===== src/rtl/alu_exec.sv =====
// rtl/alu_exec.sv - Issue/result ALU: single-cycle ops plus iterative shift-add MUL and restoring DIV
module alu_exec #(
  parameter int WIDTH = 16
) (
  input  logic             clk,
  input  logic             rst_n,
  input  logic             in_valid,
  output logic             in_ready,
  input  logic [4:0]       alu_op,
  input  logic [WIDTH-1:0] op_a,
  input  logic [WIDTH-1:0] op_b,
  input  logic [4:0]       rd_in,
  input  logic             reg_write_in,
  output logic             out_valid,
  input  logic             out_ready,
  output logic [WIDTH-1:0] result,
  output logic [WIDTH-1:0] rem,
  output logic             zero,
  output logic             carry,
  output logic             overflow,
  output logic             div_by_zero,
  output logic             illegal_op,
  output logic [4:0]       rd_out,
  output logic             reg_write_out
);

  localparam int CW = $clog2(WIDTH) + 1;

  localparam logic [4:0] OP_ADD  = 5'b00001;
  localparam logic [4:0] OP_SUB  = 5'b00010;
  localparam logic [4:0] OP_AND  = 5'b00011;
  localparam logic [4:0] OP_OR   = 5'b00100;
  localparam logic [4:0] OP_XOR  = 5'b00101;
  localparam logic [4:0] OP_NOT  = 5'b00110;
  localparam logic [4:0] OP_SLL  = 5'b01000;
  localparam logic [4:0] OP_SRL  = 5'b01001;
  localparam logic [4:0] OP_SRA  = 5'b01010;
  localparam logic [4:0] OP_SLT  = 5'b01011;
  localparam logic [4:0] OP_SLTU = 5'b01100;
  localparam logic [4:0] OP_PASS = 5'b01101;
  localparam logic [4:0] OP_INC  = 5'b01110;
  localparam logic [4:0] OP_MUL  = 5'b01111;
  localparam logic [4:0] OP_DIV  = 5'b10000;

  typedef enum logic [1:0] {S_IDLE, S_MUL, S_DIV, S_DONE} state_t;

  state_t             state_q, state_d;
  logic [CW-1:0]      cnt_q, cnt_d;
  logic [2*WIDTH-1:0] work_q, work_d;
  logic [WIDTH-1:0]   opnd_q, opnd_d;
  logic [WIDTH-1:0]   result_q, result_d;
  logic [WIDTH-1:0]   rem_q, rem_d;
  logic               zero_q, zero_d;
  logic               carry_q, carry_d;
  logic               ovf_q, ovf_d;
  logic               dbz_q, dbz_d;
  logic               ill_q, ill_d;
  logic [4:0]         rd_q, rd_d;
  logic               rw_q, rw_d;

  logic               accept;
  logic               last_iter;
  logic [WIDTH-1:0]   alu_res;
  logic               alu_carry, alu_ovf, alu_ill;
  logic [WIDTH:0]     add_sum, inc_sum;
  logic [WIDTH-1:0]   sub_diff;
  logic [WIDTH:0]     mul_sum;
  logic [2*WIDTH-1:0] mul_next, div_next;
  logic [WIDTH:0]     div_shift;
  logic               div_neg;
  logic [WIDTH-1:0]   div_diff;

  assign accept    = in_valid && in_ready;
  assign last_iter = (cnt_q == CW'(WIDTH - 1));

  // Single-cycle operations, evaluated directly on the issue-side operands.
  always_comb begin
    alu_res   = '0;
    alu_carry = 1'b0;
    alu_ovf   = 1'b0;
    alu_ill   = 1'b0;
    add_sum   = {1'b0, op_a} + {1'b0, op_b};
    inc_sum   = {1'b0, op_a} + {{WIDTH{1'b0}}, 1'b1};
    sub_diff  = op_a - op_b;
    case (alu_op)
      OP_ADD: begin
        alu_res   = add_sum[WIDTH-1:0];
        alu_carry = add_sum[WIDTH];
        alu_ovf   = (op_a[WIDTH-1] == op_b[WIDTH-1]) && (add_sum[WIDTH-1] != op_a[WIDTH-1]);
      end
      OP_SUB: begin
        alu_res   = sub_diff;
        alu_carry = op_a < op_b;
        alu_ovf   = (op_a[WIDTH-1] != op_b[WIDTH-1]) && (sub_diff[WIDTH-1] != op_a[WIDTH-1]);
      end
      OP_AND:  alu_res = op_a & op_b;
      OP_OR:   alu_res = op_a | op_b;
      OP_XOR:  alu_res = op_a ^ op_b;
      OP_NOT:  alu_res = ~op_a;
      OP_SLL:  alu_res = op_a << op_b[3:0];
      OP_SRL:  alu_res = op_a >> op_b[3:0];
      OP_SRA:  alu_res = WIDTH'($signed(op_a) >>> op_b[3:0]);
      OP_SLT:  alu_res = {{(WIDTH-1){1'b0}}, $signed(op_a) < $signed(op_b)};
      OP_SLTU: alu_res = {{(WIDTH-1){1'b0}}, op_a < op_b};
      OP_PASS: alu_res = op_b;
      OP_INC: begin
        alu_res   = inc_sum[WIDTH-1:0];
        alu_carry = inc_sum[WIDTH];
        alu_ovf   = !op_a[WIDTH-1] && inc_sum[WIDTH-1];
      end
      OP_MUL, OP_DIV: alu_res = '0;
      default: alu_ill = 1'b1;
    endcase
  end

  // work_q holds {high, low}: product accumulator for MUL, {remainder, dividend/quotient} for DIV.
  always_comb begin
    mul_sum   = {1'b0, work_q[2*WIDTH-1:WIDTH]} + (work_q[0] ? {1'b0, opnd_q} : '0);
    mul_next  = {mul_sum, work_q[WIDTH-1:1]};
    div_shift = {work_q[2*WIDTH-1:WIDTH], work_q[WIDTH-1]};
    div_neg   = div_shift < {1'b0, opnd_q};
    div_diff  = div_shift[WIDTH-1:0] - opnd_q;
    div_next  = div_neg ? {div_shift[WIDTH-1:0], work_q[WIDTH-2:0], 1'b0}
                        : {div_diff, work_q[WIDTH-2:0], 1'b1};
  end

  always_comb begin
    state_d = state_q;
    case (state_q)
      S_IDLE, S_DONE: begin
        if (accept) begin
          if (alu_op == OP_MUL)                      state_d = S_MUL;
          else if (alu_op == OP_DIV && op_b != '0)   state_d = S_DIV;
          else                                       state_d = S_DONE;
        end else if (state_q == S_DONE && out_ready) begin
          state_d = S_IDLE;
        end
      end
      S_MUL, S_DIV: if (last_iter) state_d = S_DONE;
      default: state_d = S_IDLE;
    endcase
  end

  always_comb begin
    in_ready  = (state_q == S_IDLE) || (state_q == S_DONE && out_ready);
    out_valid = (state_q == S_DONE);
  end

  always_comb begin
    cnt_d    = cnt_q;
    work_d   = work_q;
    opnd_d   = opnd_q;
    result_d = result_q;
    rem_d    = rem_q;
    zero_d   = zero_q;
    carry_d  = carry_q;
    ovf_d    = ovf_q;
    dbz_d    = dbz_q;
    ill_d    = ill_q;
    rd_d     = rd_q;
    rw_d     = rw_q;
    if (accept) begin
      rd_d     = rd_in;
      rw_d     = reg_write_in && !alu_ill;
      result_d = alu_res;
      rem_d    = '0;
      zero_d   = (alu_res == '0);
      carry_d  = alu_carry;
      ovf_d    = alu_ovf;
      dbz_d    = 1'b0;
      ill_d    = alu_ill;
      if (alu_op == OP_MUL) begin
        work_d = {{WIDTH{1'b0}}, op_b};
        opnd_d = op_a;
        cnt_d  = '0;
      end else if (alu_op == OP_DIV) begin
        if (op_b == '0) begin
          result_d = '1;
          rem_d    = op_a;
          zero_d   = 1'b0;
          dbz_d    = 1'b1;
        end else begin
          work_d = {{WIDTH{1'b0}}, op_a};
          opnd_d = op_b;
          cnt_d  = '0;
        end
      end
    end else if (state_q == S_MUL) begin
      work_d = mul_next;
      cnt_d  = cnt_q + 1'b1;
      if (last_iter) begin
        result_d = mul_next[WIDTH-1:0];
        zero_d   = (mul_next[WIDTH-1:0] == '0);
        ovf_d    = |mul_next[2*WIDTH-1:WIDTH];
      end
    end else if (state_q == S_DIV) begin
      work_d = div_next;
      cnt_d  = cnt_q + 1'b1;
      if (last_iter) begin
        result_d = div_next[WIDTH-1:0];
        rem_d    = div_next[2*WIDTH-1:WIDTH];
        zero_d   = (div_next[WIDTH-1:0] == '0);
      end
    end
  end

  always_ff @(posedge clk or negedge rst_n) begin
    if (!rst_n) begin
      state_q  <= S_IDLE;
      cnt_q    <= '0;
      work_q   <= '0;
      opnd_q   <= '0;
      result_q <= '0;
      rem_q    <= '0;
      zero_q   <= 1'b0;
      carry_q  <= 1'b0;
      ovf_q    <= 1'b0;
      dbz_q    <= 1'b0;
      ill_q    <= 1'b0;
      rd_q     <= '0;
      rw_q     <= 1'b0;
    end else begin
      state_q  <= state_d;
      cnt_q    <= cnt_d;
      work_q   <= work_d;
      opnd_q   <= opnd_d;
      result_q <= result_d;
      rem_q    <= rem_d;
      zero_q   <= zero_d;
      carry_q  <= carry_d;
      ovf_q    <= ovf_d;
      dbz_q    <= dbz_d;
      ill_q    <= ill_d;
      rd_q     <= rd_d;
      rw_q     <= rw_d;
    end
  end

  assign result        = result_q;
  assign rem           = rem_q;
  assign zero          = zero_q;
  assign carry         = carry_q;
  assign overflow      = ovf_q;
  assign div_by_zero   = dbz_q;
  assign illegal_op    = ill_q;
  assign rd_out        = rd_q;
  assign reg_write_out = rw_q;

endmodule

===== config.mk =====
export PLATFORM = sky130hd
export DESIGN_NAME = alu_exec
export DESIGN_NICKNAME = d
export VERILOG_FILES = /design/src/rtl/alu_exec.sv
export SDC_FILE = /design/constraint.sdc
export NUM_CORES = 1
export LEC_CHECK = 0
export BUFFER_PORTS_ARGS = -buffer_cell sky130_fd_sc_hd__buf_2
export CELL_PAD_IN_SITES_DETAIL_PLACEMENT = 1
export CELL_PAD_IN_SITES_GLOBAL_PLACEMENT = 1
export CORE_MARGIN = 2
export CORE_UTILIZATION = 30
export DETAILED_ROUTE_END_ITERATION = 10
export PLACE_DENSITY = 0.61
export SLEW_MARGIN = 0
export SYNTH_ARGS = -nofsm -noshare
export SYNTH_HDL_FRONTEND = slang
export SYNTH_SLANG_ARGS = --single-unit

===== constraint.sdc =====
create_clock -name clk -period 6.7 [get_ports clk]
set_clock_uncertainty 0.15 [all_clocks]
set_input_delay 1.34 -clock clk [delete_from_list [all_inputs] [get_ports clk]]
set_output_delay 1.34 -clock clk [all_outputs]
set_load 0.03 [all_outputs]

# Word level (Yosys, flattened, before mapping)

Index checks and enable logic that the tools add are counted.

Register bits: 98
Output and inout bits: 45
Bits of input ports: 47
Word-level logic and storage cells: 146

Add/sub/neg operators: 6
Bitwise gates (word level): 4
Equality and inequality tests: 31
Reduce and logical (&&, ||, !) cells: 30
Muxes and demuxes: 56
$lt $le $gt $ge: 3
Shift operators: 3

Operators by type and width:

| operator              | count |
|---|---|
| $mux 16               | 19 |
| $mux 32               | 7 |
| $pmux 16 s13          | 1 |
| $logic_not 16->1      | 4 |
| $eq 5x4->1 const B    | 9 |
| $add 16x16->17        | 2 |
| $lt 16x16->1          | 2 |
| $sub 16x16->16        | 2 |
| $mux 5                | 6 |
| $add 16x1->17 const B | 1 |
| $lt 17x16->1          | 1 |
| $and 16x16->16        | 1 |
| $mux 1                | 16 |
| $not 16->16           | 1 |
| $or 16x16->16         | 1 |
| $reduce_bool 16->1    | 1 |
| $reduce_or 16->1      | 1 |
| $shl 16x4->16         | 1 |
| $shr 16x4->16         | 1 |
| $sshr 16x4->16        | 1 |
| $xor 16x16->16        | 1 |
| $eq 5x3->1 const B    | 3 |
| $reduce_or 15->1      | 1 |
| $ne 3x3->1 const B    | 4 |
| other kinds (22)      | 46 |

# Logic depth before layout (Yosys ltp)

Gate-level depths: netlist of the first run.

Word-level depth: 7
Depth in mapped cells: 15
Gate-level depth less buffers: 13

# Least setup slack after synthesis of the first run

OpenSTA, ideal clock, no wires.

Path kind: input to register
Start point: in op_b[2]
End point: reg result_q[14] (netlist: result[14])
Setup time: 119 ps
Buffers on the path: 4
Path slack: 1970 ps
Data arrival time: 4461 ps
Stages on the path: 15
Cells stage by stage: clkbuf_1 > inv_1 > buf_2 > buf_1 > ha_1 > buf_2 > nor2b_1 > o2111a_1 > a2111oi_2 > o31ai_1 > and4_1 > nor3_1 > nor3_1 > or3_1 > o21a_1

Word-level cells in the longest chain between the ends: 6
Elaborated cells on any way between the ends: 11

Ends and longest elaborated chain:

| element                                      | line | RTL |
|---|---|---|
| start: declaration                           | 11   | `input logic [WIDTH-1:0] op_b,` |
| $sub 16x16->16, or another cell as far along | 84   | `sub_diff = op_a - op_b;` |
| $pmux 16 s13                                 | 85   | `case (alu_op)` |
| $mux 16                                      | 177  | `if (op_b == '0) begin` |
| $mux 16                                      | 176  | `end else if (alu_op == OP_DIV) begin` |
| $mux 16 *                                    | 172  | `if (alu_op == OP_MUL) begin` |
| $mux 16 *                                    | 162  | `if (accept) begin` |
| end signal: assignment                       | 227  | `result_q <= result_d;` |
| end: declaration                             | 51   | `logic [WIDTH-1:0] result_q, result_d;` |

Every way passes the cells marked *; elsewhere a longest branch is shown, timed or not.
A chain may end at the register's enable or synchronous reset.

# Worst setup path in the final report of the first run

Start point: in op_b[0]
End point: reg zero_q (netlist: zero)

Word-level cells in the longest chain between the ends: 7
Elaborated cells on any way between the ends: 17

Ends and longest elaborated chain:

| element                                      | line | RTL |
|---|---|---|
| $sub 16x16->16, or another cell as far along | 84   |  |
| $pmux 16 s13                                 | 85   |  |
| $logic_not 16->1                             | 167  | `zero_d = (alu_res == '0);` |
| $mux 1                                       | 177  |  |
| $mux 1                                       | 176  |  |
| $mux 1 *                                     | 172  |  |
| $mux 1 *                                     | 162  |  |
| end signal: assignment                       | 229  | `zero_q <= zero_d;` |
| end: declaration                             | 53   | `logic zero_q, zero_d;` |

Marks and branches as above.

==> results_dict.tcl, run 1 <==
set metrics [dict create \
    status "finished, final reports clean" \
    hp-class "reg2reg" \
    drive_gt1_share_pct 13.56 \
    antenna_cells 0 \
    seq_area_frac_synth_pct 21.27 \
    yosysMostFrequentCell "nand2_1" \
    maxSlewHeadroom_pct 13.61 \
    synthArstFlopShare_pct 100.0 \
    grt_pass1_vias 12380 \
    path_cells "buf_2 -> ha_1 -> inv_1 -> fa_1 -> o31ai_1 -> o221ai_1 -> a2111oi_0 -> nand3_1 -> nand4bb_1 -> nor3_1 -> nand4_1 -> o211ai_1" \
    syn_nets 1623 \
    reg2reg_to "rem[7]" \
    drc_errors 0 \
    cp-end-kind "flop" \
    crit_buf_inv 2 \
    track_usage_pct 26.69 \
    grt_pass1_wl_um 80110 \
    fin_area_sq_um 12800 \
    gpl.final_weighted_congestion 1.022 \
    p_per_area_nw_per_um2 388.2 \
    cts-resized-gates 0 \
    holdPathStages 2 \
    first_pass_iters 5 \
    min_period_ps 5042 \
    maxCapViolations 0 \
    vias 12180 \
    netlist_instances 1478 \
    post-cts-setup-buffers 0 \
    finalSetupViolCount 0 \
    port_buffers 91 \
    rows 71 \
    post-dp-hpwl_um 40110 \
    tns_ps 0 \
    fin_crit_sh_pct 75.26 \
    synthesis.area_sq_um 11530 \
    synth_cell_type_count 89 \
    cts_root_buffer "clkbuf_16" \
    crit_path_top_delay_cell "a2111oi_0" \
    clock_sinks 98 \
    fp.dieArea_sq_um 40030 \
    cp.depth 12 \
    start_util_pct 30.55 \
    coreArea_sq_um 37760 \
    leakagePower_nw 5.533 \
    wire_per_inst_um 26.26 \
    ff2ff_setup_slack_ps 2400 \
    rr_worst_depth 10 \
    worst_pin_slew_ps 1287 \
    path_class "in2reg" \
    fin_util_pct 33.90 \
    cts_inserted_buffers 9 \
    worstReg2RegStart "work_q[16]" \
    register_area_sq_um 2452 \
    p_total_mw 4.968 \
    synth_common_cells "148 x nand2_1, 131 x nor2_1, 110 x a21oi_1" \
    dr.first_iter.drc_count 760 \
    nFillCells 4574 \
    cts_hold_buf 0 \
    viasPerCell 6.042 \
    hold_end "rd_out[2]" \
    nets 1644 \
    h-tree-depth 3 \
    syn_area_per_cell_sq_um 7.803 \
    die_y_um 200.1 \
    critical_path_arrival_ps 5180 \
    cts_max_path_buffers 2 \
    die_x_um 200.1 \
    clkTransAtPathRegs_ps 70 \
    antenna_found_initial 0 \
    fmax_mhz 198.3 \
    critPathMaxFanout 25 \
    synth.ff_latch_count 98 \
    ant_nets 0 \
    syn_to_final_growth_pct 10.97 \
    rsz0062_at_grt "false" \
    clk_latency_ps 360 \
    required_ps 6830 \
    peakVddDrop_v 0.0001661 \
    maxSlewViolCount 0 \
    synth_area_leaders "dfrtp_1 21%, ha_1 10%, nand2_1 4.8%" \
    synth_ff_type "dfrtp_1" \
    hp-start "rd_out[2]" \
    synth_edf_count 0 \
    placed_area_sq_um 12400 \
    grt.overflow.total 0 \
    synth_top_cell_area_share_pct 21.27 \
    multi_input_area_sq_um 8347 \
    synth_warnings 0 \
    start_kind "input pin" \
    worst_path_dominant_cell_family "compound AO/OA/AOI/OAI gates" \
    totalWireLength_um 52910 \
    grt_max_degree 64 \
    tritoncts "built" \
    num_io_pins 92 \
    critPathMaxStageDelay_ps 770 \
    netlist.top_cell.by_area "dfrtp_1" \
    hold_viol 0 \
]
==> routing by layer <==
layer	share of wire, %	global-route usage, %	vias up
li1	-	-	5524
met1	45	35.63	6148
met2	47	44.12	399
met3	4.3	2.117	104
met4	4.5	11.96	0
met5	0	0	-
==> cell usage in the layout (no fill, tap or decap), types with 11 or more instances in the layout <==
cell and count:
a211oi_1 14, a21o_1 18, a21oi_1 109, a221o_1 11, a22o_1 12, a22oi_1 12, a31oi_1 11, and2_1 21
buf_2 90, buf_4 29, dfrtp_1 98, ha_1 93, inv_1 77, mux2_2 22, mux2i_1 55, nand2_1 146
nand2b_1 14, nand3_1 33, nand4_1 16, nor2_1 131, nor2b_1 12, nor3_1 34, nor4_1 24, o211ai_1 25
o21a_1 19, o21ai_0 82, o221ai_1 20, o22ai_1 17, o31ai_1 14, or3_1 12, xnor2_1 34
==> cell families (layout without fill, tap and decap cells) <==
kind of cell    after synthesis  in the layout  share of synthesized area (%)
compound gates              469            469                          28.30
xor+xnor                     40             40                          3.038
fa+ha+maj                    98             98                          10.89
buf+inv                     187            213                          6.651
flops                        98             98                          21.27
mux                          87             87                          8.875
simple gates                499            499                          20.98
==> layout make-up <==
cell class	count	area share (%)
Clock buffer	10	1.867
Clock inverter	6	1.242
Inverter	78	2.288
Multi-Input combinational cell	1193	65.22
Sequential cell	98	19.16
Tap cell	511	4.996
Timing Repair Buffer	119	5.221
==> worst max path at each step <==
stage | end | from | slack (ps)
after global routing | zero | op_b[0] | 1510
after global placement | zero | op_b[0] | 1580
final | zero | op_b[0] | 1660
after detailed placement | zero | op_b[0] | 1500
after floorplan | result[14] | op_b[2] | 1970
after CTS | zero | op_b[0] | 1860
==> where the power goes <==
group          total [mW]  internal [mW]  switching (mW)
sequential           1.07          0.852           0.221
combinational        3.19           1.15            2.05
clock               0.701          0.452           0.249
total                4.97           2.45            2.52
==> through the flow <==
step           instances  worst slack, ps  hold WS (ps)
3_3_place_gp        1999             1577         303.6
5_1_grt             2015             1505         342.1
6_report            2015             1658         322.0
4_1_cts             2015             1861         325.8
2_1_floorplan       1478             1970         298.5
3_5_place_dp        1999             1503         307.2
==> state kept, by name, indices dropped and copies added, names as in the netlist <==
name and cells:
state_q 2, rd_out 5, reg_write_out 1, result 16
opnd_q 16, zero 1, div_by_zero 1, illegal_op 1
carry 1, cnt_q 5, overflow 1, rem 16
work_q 32
==> tightest hold or removal path, delay by kind of cell (launching register included) <==
kind | cells | cell delay (ps)
flip-flops | 1 | 340
AND/OR/NAND/NOR | 2 | 100
No activity file was read; power rests on OpenSTA's default activity.
==> run 2, diff against run 1 <==
--- a/config.mk
+++ b/config.mk
@@ -11,7 +11,7 @@
 export CORE_MARGIN = 2
 export CORE_UTILIZATION = 30
 export DETAILED_ROUTE_END_ITERATION = 10
-export PLACE_DENSITY = 0.61
+export PLACE_DENSITY = 0.63
 export SLEW_MARGIN = 0
 export SYNTH_ARGS = -nofsm -noshare
 export SYNTH_HDL_FRONTEND = slang
==> constraint.sdc (replaced) <==
create_clock -name clk -period 4.3 [get_ports clk]
set_clock_uncertainty 0.15 [all_clocks]
set_input_delay 0.86 -clock clk [delete_from_list [all_inputs] [get_ports clk]]
set_output_delay 0.86 -clock clk [all_outputs]
set_load 0.03 [all_outputs]
==> run 2 against run 1 <==
Worst hold slack worse by 5.0 ps. Total power up 51%. Non-clock buffer count up 61. Design area up 2.7%. Highest routed layer unchanged.
==> results_dict.tcl, run 2 (synthesis results as in run 1) <==
set metrics [dict create \
    worstReg2RegStart "work_q[0]" \
    cts_max_path_buffers 2 \
    rows 71 \
    finalSetupViolCount 0 \
    tns_ps 0 \
    crit_buf_inv 2 \
    viasPerCell 5.954 \
    syn_to_final_growth_pct 14.02 \
    grt_pass1_wl_um 78620 \
    clock_sinks 98 \
    post-dp-hpwl_um 41100 \
    p_total_mw 7.493 \
    start_util_pct 30.55 \
    rr_worst_depth 9 \
    hp-class "in2async" \
    maxCapViolations 0 \
    path_cells "buf_2 -> inv_1 -> ha_1 -> fa_1 -> o21bai_1 -> a21oi_1 -> a221o_1 -> a2111oi_0 -> nand3_1 -> nand4bb_1 -> nor3_1 -> nand4_1 -> o211ai_1" \
    port_buffers 91 \
    die_y_um 200.1 \
    critPathLaunch "op_a[0]" \
    regMostFlops "work_q" \
    wire_per_inst_um 25.13 \
    path_class "in2reg" \
    tritoncts "built" \
    coreArea_sq_um 37760 \
    cts_hold_buf 0 \
    ant_nets 0 \
    cts_root_buffer "clkbuf_16" \
    reg2reg_to "overflow" \
    clk_latency_ps 360 \
    num_io_pins 92 \
    nets 1705 \
    comb_power_share_pct 67.1 \
    start_kind "input pin" \
    antenna_found_initial 0 \
    clkTransAtPathRegs_ps 80 \
    drc_errors 0 \
    fin_crit_sh_pct 91.33 \
    fp.dieArea_sq_um 40030 \
    worst_path_dominant_cell_family "compound AO/OA/AOI/OAI gates" \
    cts_inserted_buffers 9 \
    leakagePower_nw 5.768 \
    peakVddDrop_v 0.0002871 \
    fmax_mhz 254.6 \
    final_common_cell "nand2_1" \
    first_pass_iters 5 \
    critical_path_arrival_ps 4060 \
    track_usage_pct 26.22 \
    cts-resized-gates 0 \
    maxSlewViolCount 0 \
    post-cts-setup-buffers 0 \
    clkPwrFrac_pct 10.5 \
    grt_pass1_vias 12560 \
    worst_pin_slew_ps 1240 \
    critPathMaxFanout 3 \
    grt_max_degree 61 \
    antenna_cells 0 \
    swShare_pct 51.72 \
    min_period_ps 3927 \
    rsz0062_at_grt "false" \
    p_per_area_nw_per_um2 569.9 \
    p_sw_mw 3.876 \
    ff2ff_setup_slack_ps 490 \
    required_ps 4430 \
    largest_reg_flops 32 \
    drive_gt1_share_pct 16.82 \
    crit_path_top_delay_cell "a2111oi_0" \
    final_cell_mix "147 x nand2_1, 131 x nor2_1, 109 x a21oi_1" \
    status "finished, final reports clean" \
    p_int_mw 3.618 \
    h-tree-depth 3 \
    fin_area_sq_um 13150 \
    pwr-share-seq_pct 22.3 \
    maxSlewHeadroom_pct 17.03 \
    die_x_um 200.1 \
    vias 12350 \
    placed_area_sq_um 12880 \
    cp-end-kind "flop" \
    dr.first_iter.drc_count 866 \
    gpl.final_weighted_congestion 0.9738 \
    critPathMaxStageDelay_ps 580 \
    hold_viol 0 \
    grt.overflow.total 0 \
    totalWireLength_um 52140 \
]
-- run 2: area by class of cell --
class                   instances  area, sq um
fillers                      4634        24610
clock inverters                 6        43.79
multi-input cells            1193         8344
clock buffers                   9        225.2
inverters                      78        292.8
flip-flops and latches         98         2452
well taps                     511        639.4
repair buffers                180         1151
-- run 2: how the worst max path moves through the flow --
stage               cells past startpoint          to
floorplan                              15  result[14]
global placement                       13        zero
detailed placement                     13        zero
CTS                                    13        zero
global route                           13        zero
finish                                 13        zero
-- run 2: through the flow --
step	worst slack, ps	util, %	hold WS, ps	cells
2_1_floorplan	50.32	-	298.5	1478
3_3_place_gp	122.4	34.11	304.5	2060
3_5_place_dp	25.77	34.11	315.2	2060
4_1_cts	322.1	34.83	332.4	2075
5_1_grt	97.96	34.83	346.6	2075
6_report	372.9	34.83	317.0	2075
-- run 2: power by group through the flow --
| stage | clock network [mW] | registers [mW] | logic (mW) |
|---|---|---|---|
| 2_1_floorplan | 0 | 1.96 | 3.14 |
| 3_3_place_gp | 0 | 1.68 | 4.92 |
| 3_5_place_dp | 0 | 1.69 | 5.02 |
| 4_1_cts | 0.806 | 1.68 | 5.04 |
| 5_1_grt | 0.838 | 1.73 | 5.51 |
| 6_report | 0.789 | 1.67 | 5.03 |
-- run 2: layer usage --
layer	share of wire (%)	track usage (%)
met3	4.9	3.226
met4	6.1	15.01
met1	43	33.24
met2	46	43.11
met5	0	0
-- run 2: worst reg2reg max path, delay by kind of cell (launching register included) --
kind / cells / cell delay (ps)
compound gates: 1 / 170
fa+ha+maj: 2 / 730
flops: 1 / 500
simple gates: 6 / 2150
==> run 3, diff against run 2 <==
--- a/config.mk
+++ b/config.mk
@@ -11,6 +11,7 @@
 export CORE_MARGIN = 2
 export CORE_UTILIZATION = 30
 export DETAILED_ROUTE_END_ITERATION = 10
+export GPL_TIMING_DRIVEN = 0
 export PLACE_DENSITY = 0.63
 export SLEW_MARGIN = 0
 export SYNTH_ARGS = -nofsm -noshare
==> run 3 against run 2 <==
Global-route usage increased by 3.0 points. Largest power group unchanged. Register-to-register slack got worse by 260 ps. Critical endpoint unchanged. Largest cell class unchanged. Setup slack got worse by 240 ps. Clock power increased by 12%.
==> results_dict.tcl, run 3 (synthesis results as in run 1) <==
set metrics [dict create \
    crit_path_top_delay_cell "a221o_1" \
    ant_nets 0 \
    pwr-share-seq_pct 21.6 \
    cp.depth 14 \
    hold_end "div_by_zero" \
    path_cells "buf_2 -> clkbuf_2 -> inv_1 -> ha_1 -> clkbuf_2 -> a21o_1 -> nand2_1 -> and3_1 -> nor3_1 -> a221o_1 -> a221o_1 -> nor4b_1 -> nand4_1 -> o211ai_1" \
    wire_per_inst_um 27.94 \
    regMostFlops "work_q" \
    tritoncts "built" \
    p_per_area_nw_per_um2 594.4 \
    hp-start "div_by_zero" \
    num_io_pins 92 \
    status "finished, final reports clean" \
    grt_pass1_vias 12860 \
    holdWs_ps 327.7 \
    post-place-ws_ps -1457 \
    rr_worst_depth 9 \
    worst_pin_slew_ps 1164 \
    rows 71 \
    worst_slack_ps 129.7 \
    grt.overflow.total 0 \
    p_sw_mw 4.136 \
    placed_area_sq_um 12650 \
    track_usage_pct 29.18 \
    crit_buf_inv 4 \
    coreArea_sq_um 37760 \
    cts_hold_buf 0 \
    grt_max_degree 59 \
    fmax_mhz 239.8 \
    h-tree-depth 3 \
    largest_reg_flops 32 \
    port_buffers 89 \
    maxCapViolations 0 \
    swShare_pct 53.25 \
    grt_pass1_wl_um 85590 \
    start_util_pct 30.55 \
    fin_util_pct 34.62 \
    start_kind "input pin" \
    peakVddDrop_v 0.0002252 \
    fin_crit_sh_pct 96.98 \
    critPathMaxFanout 10 \
    syn_to_final_growth_pct 13.33 \
    nFillCells 4628 \
    rsz0062_at_grt "false" \
    maxSlewHeadroom_pct 22.39 \
    cts_root_buffer "clkbuf_16" \
    clkPwrFrac_pct 11.4 \
    hold_viol 0 \
    drive_gt1_share_pct 14.05 \
    cts_inserted_buffers 9 \
    die_y_um 200.1 \
    final_common_cell "nand2_1" \
    critPathMaxStageDelay_ps 410 \
    required_ps 4440 \
    fin_area_sq_um 13070 \
    critical_path_arrival_ps 4310 \
    clk_latency_ps 370 \
    totalWireLength_um 58230 \
    maxSlewViolCount 0 \
    ff2ff_setup_slack_ps 230 \
    path_class "in2reg" \
    worstReg2RegStart "work_q[0]" \
    fp.dieArea_sq_um 40030 \
    finalSetupViolCount 0 \
    dr.first_iter.drc_count 927 \
    comb_power_share_pct 67.0 \
    post-dp-hpwl_um 47370 \
    cts_max_path_buffers 2 \
    die_x_um 200.1 \
    antenna_cells 0 \
    antenna_found_initial 0 \
    holdPathStages 1 \
    clkTransAtPathRegs_ps 80 \
    cp-end-kind "flop" \
    gpl.final_weighted_congestion 1.013 \
    drc_errors 0 \
    final_cell_mix "148 x nand2_1, 131 x nor2_1, 109 x a21oi_1" \
    p_int_mw 3.632 \
    vias 12580 \
    reg2reg_to "overflow" \
    leakagePower_nw 5.588 \
    min_period_ps 4170 \
    clock_sinks 98 \
    hp-class "reg2reg" \
    worst_path_dominant_cell_family "compound AO/OA/AOI/OAI gates" \
    nets 1713 \
    first_pass_iters 5 \
    viasPerCell 6.036 \
]
==> run 3: worst max-delay path by stage <==
stage	start	end	slack (ps)
finish	op_a[3]	zero	130
global route	op_a[9]	overflow	0.02
CTS	op_b[1]	zero	20
detailed placement	op_b[2]	zero	-1460
global placement	op_b[2]	zero	-1490
floorplan	op_b[2]	result[14]	50
==> run 3: final cells by class <==
type / instances / area [sq um] / area share, %
tap: 511 / 639.4 / 4.892
sequential: 98 / 2452 / 18.76
buffer: 96 / 454.2 / 3.475
inverter: 78 / 297.8 / 2.278
clock inverter: 7 / 85.08 / 0.6510
multi-input combinational: 1193 / 8421 / 64.43
clock buffer: 9 / 225.2 / 1.723
timing repair buffer: 92 / 495.5 / 3.791
==> run 3: metrics by stage <==
step / power, mW / TNS, ps / cells
after floorplan: 5.102 / 0 / 1478
after global placement: 6.700 / -14470 / 2078
after detailed placement: 6.816 / -14110 / 2079
after CTS: 7.739 / 0 / 2085
after global routing: 8.290 / 0 / 2084
final: 7.769 / 0 / 2084
==> run 3: per-layer routing <==
layer	routed length, um	global-route usage (%)	vias up
met5	0	0	-
li1	-	-	5675
met3	3025	3.511	103
met1	24900	37.39	6373
met4	2673	12.98	0
met2	27640	49.28	429
==> run 3: what timing repair did <==
item | 4_1_cts | 5_1_grt
gates resized for setup | 18 | 26
buffers inserted | 0 | 2
gates cloned | 0 | 0
hold endpoints to repair | 0 | 0
endpoints found under the setup margin | 14 | 6
pin swaps | 0 | 1
==> run 3: power by group through the flow <==
stage / Sequential (mW) / Clock [mW] / Combinational, mW
floorplan: 1.96 / 0 / 3.14
global placement: 1.68 / 0 / 5.02
detailed placement: 1.69 / 0 / 5.12
CTS: 1.68 / 0.896 / 5.16
global route: 1.74 / 0.929 / 5.62
finish: 1.68 / 0.884 / 5.20
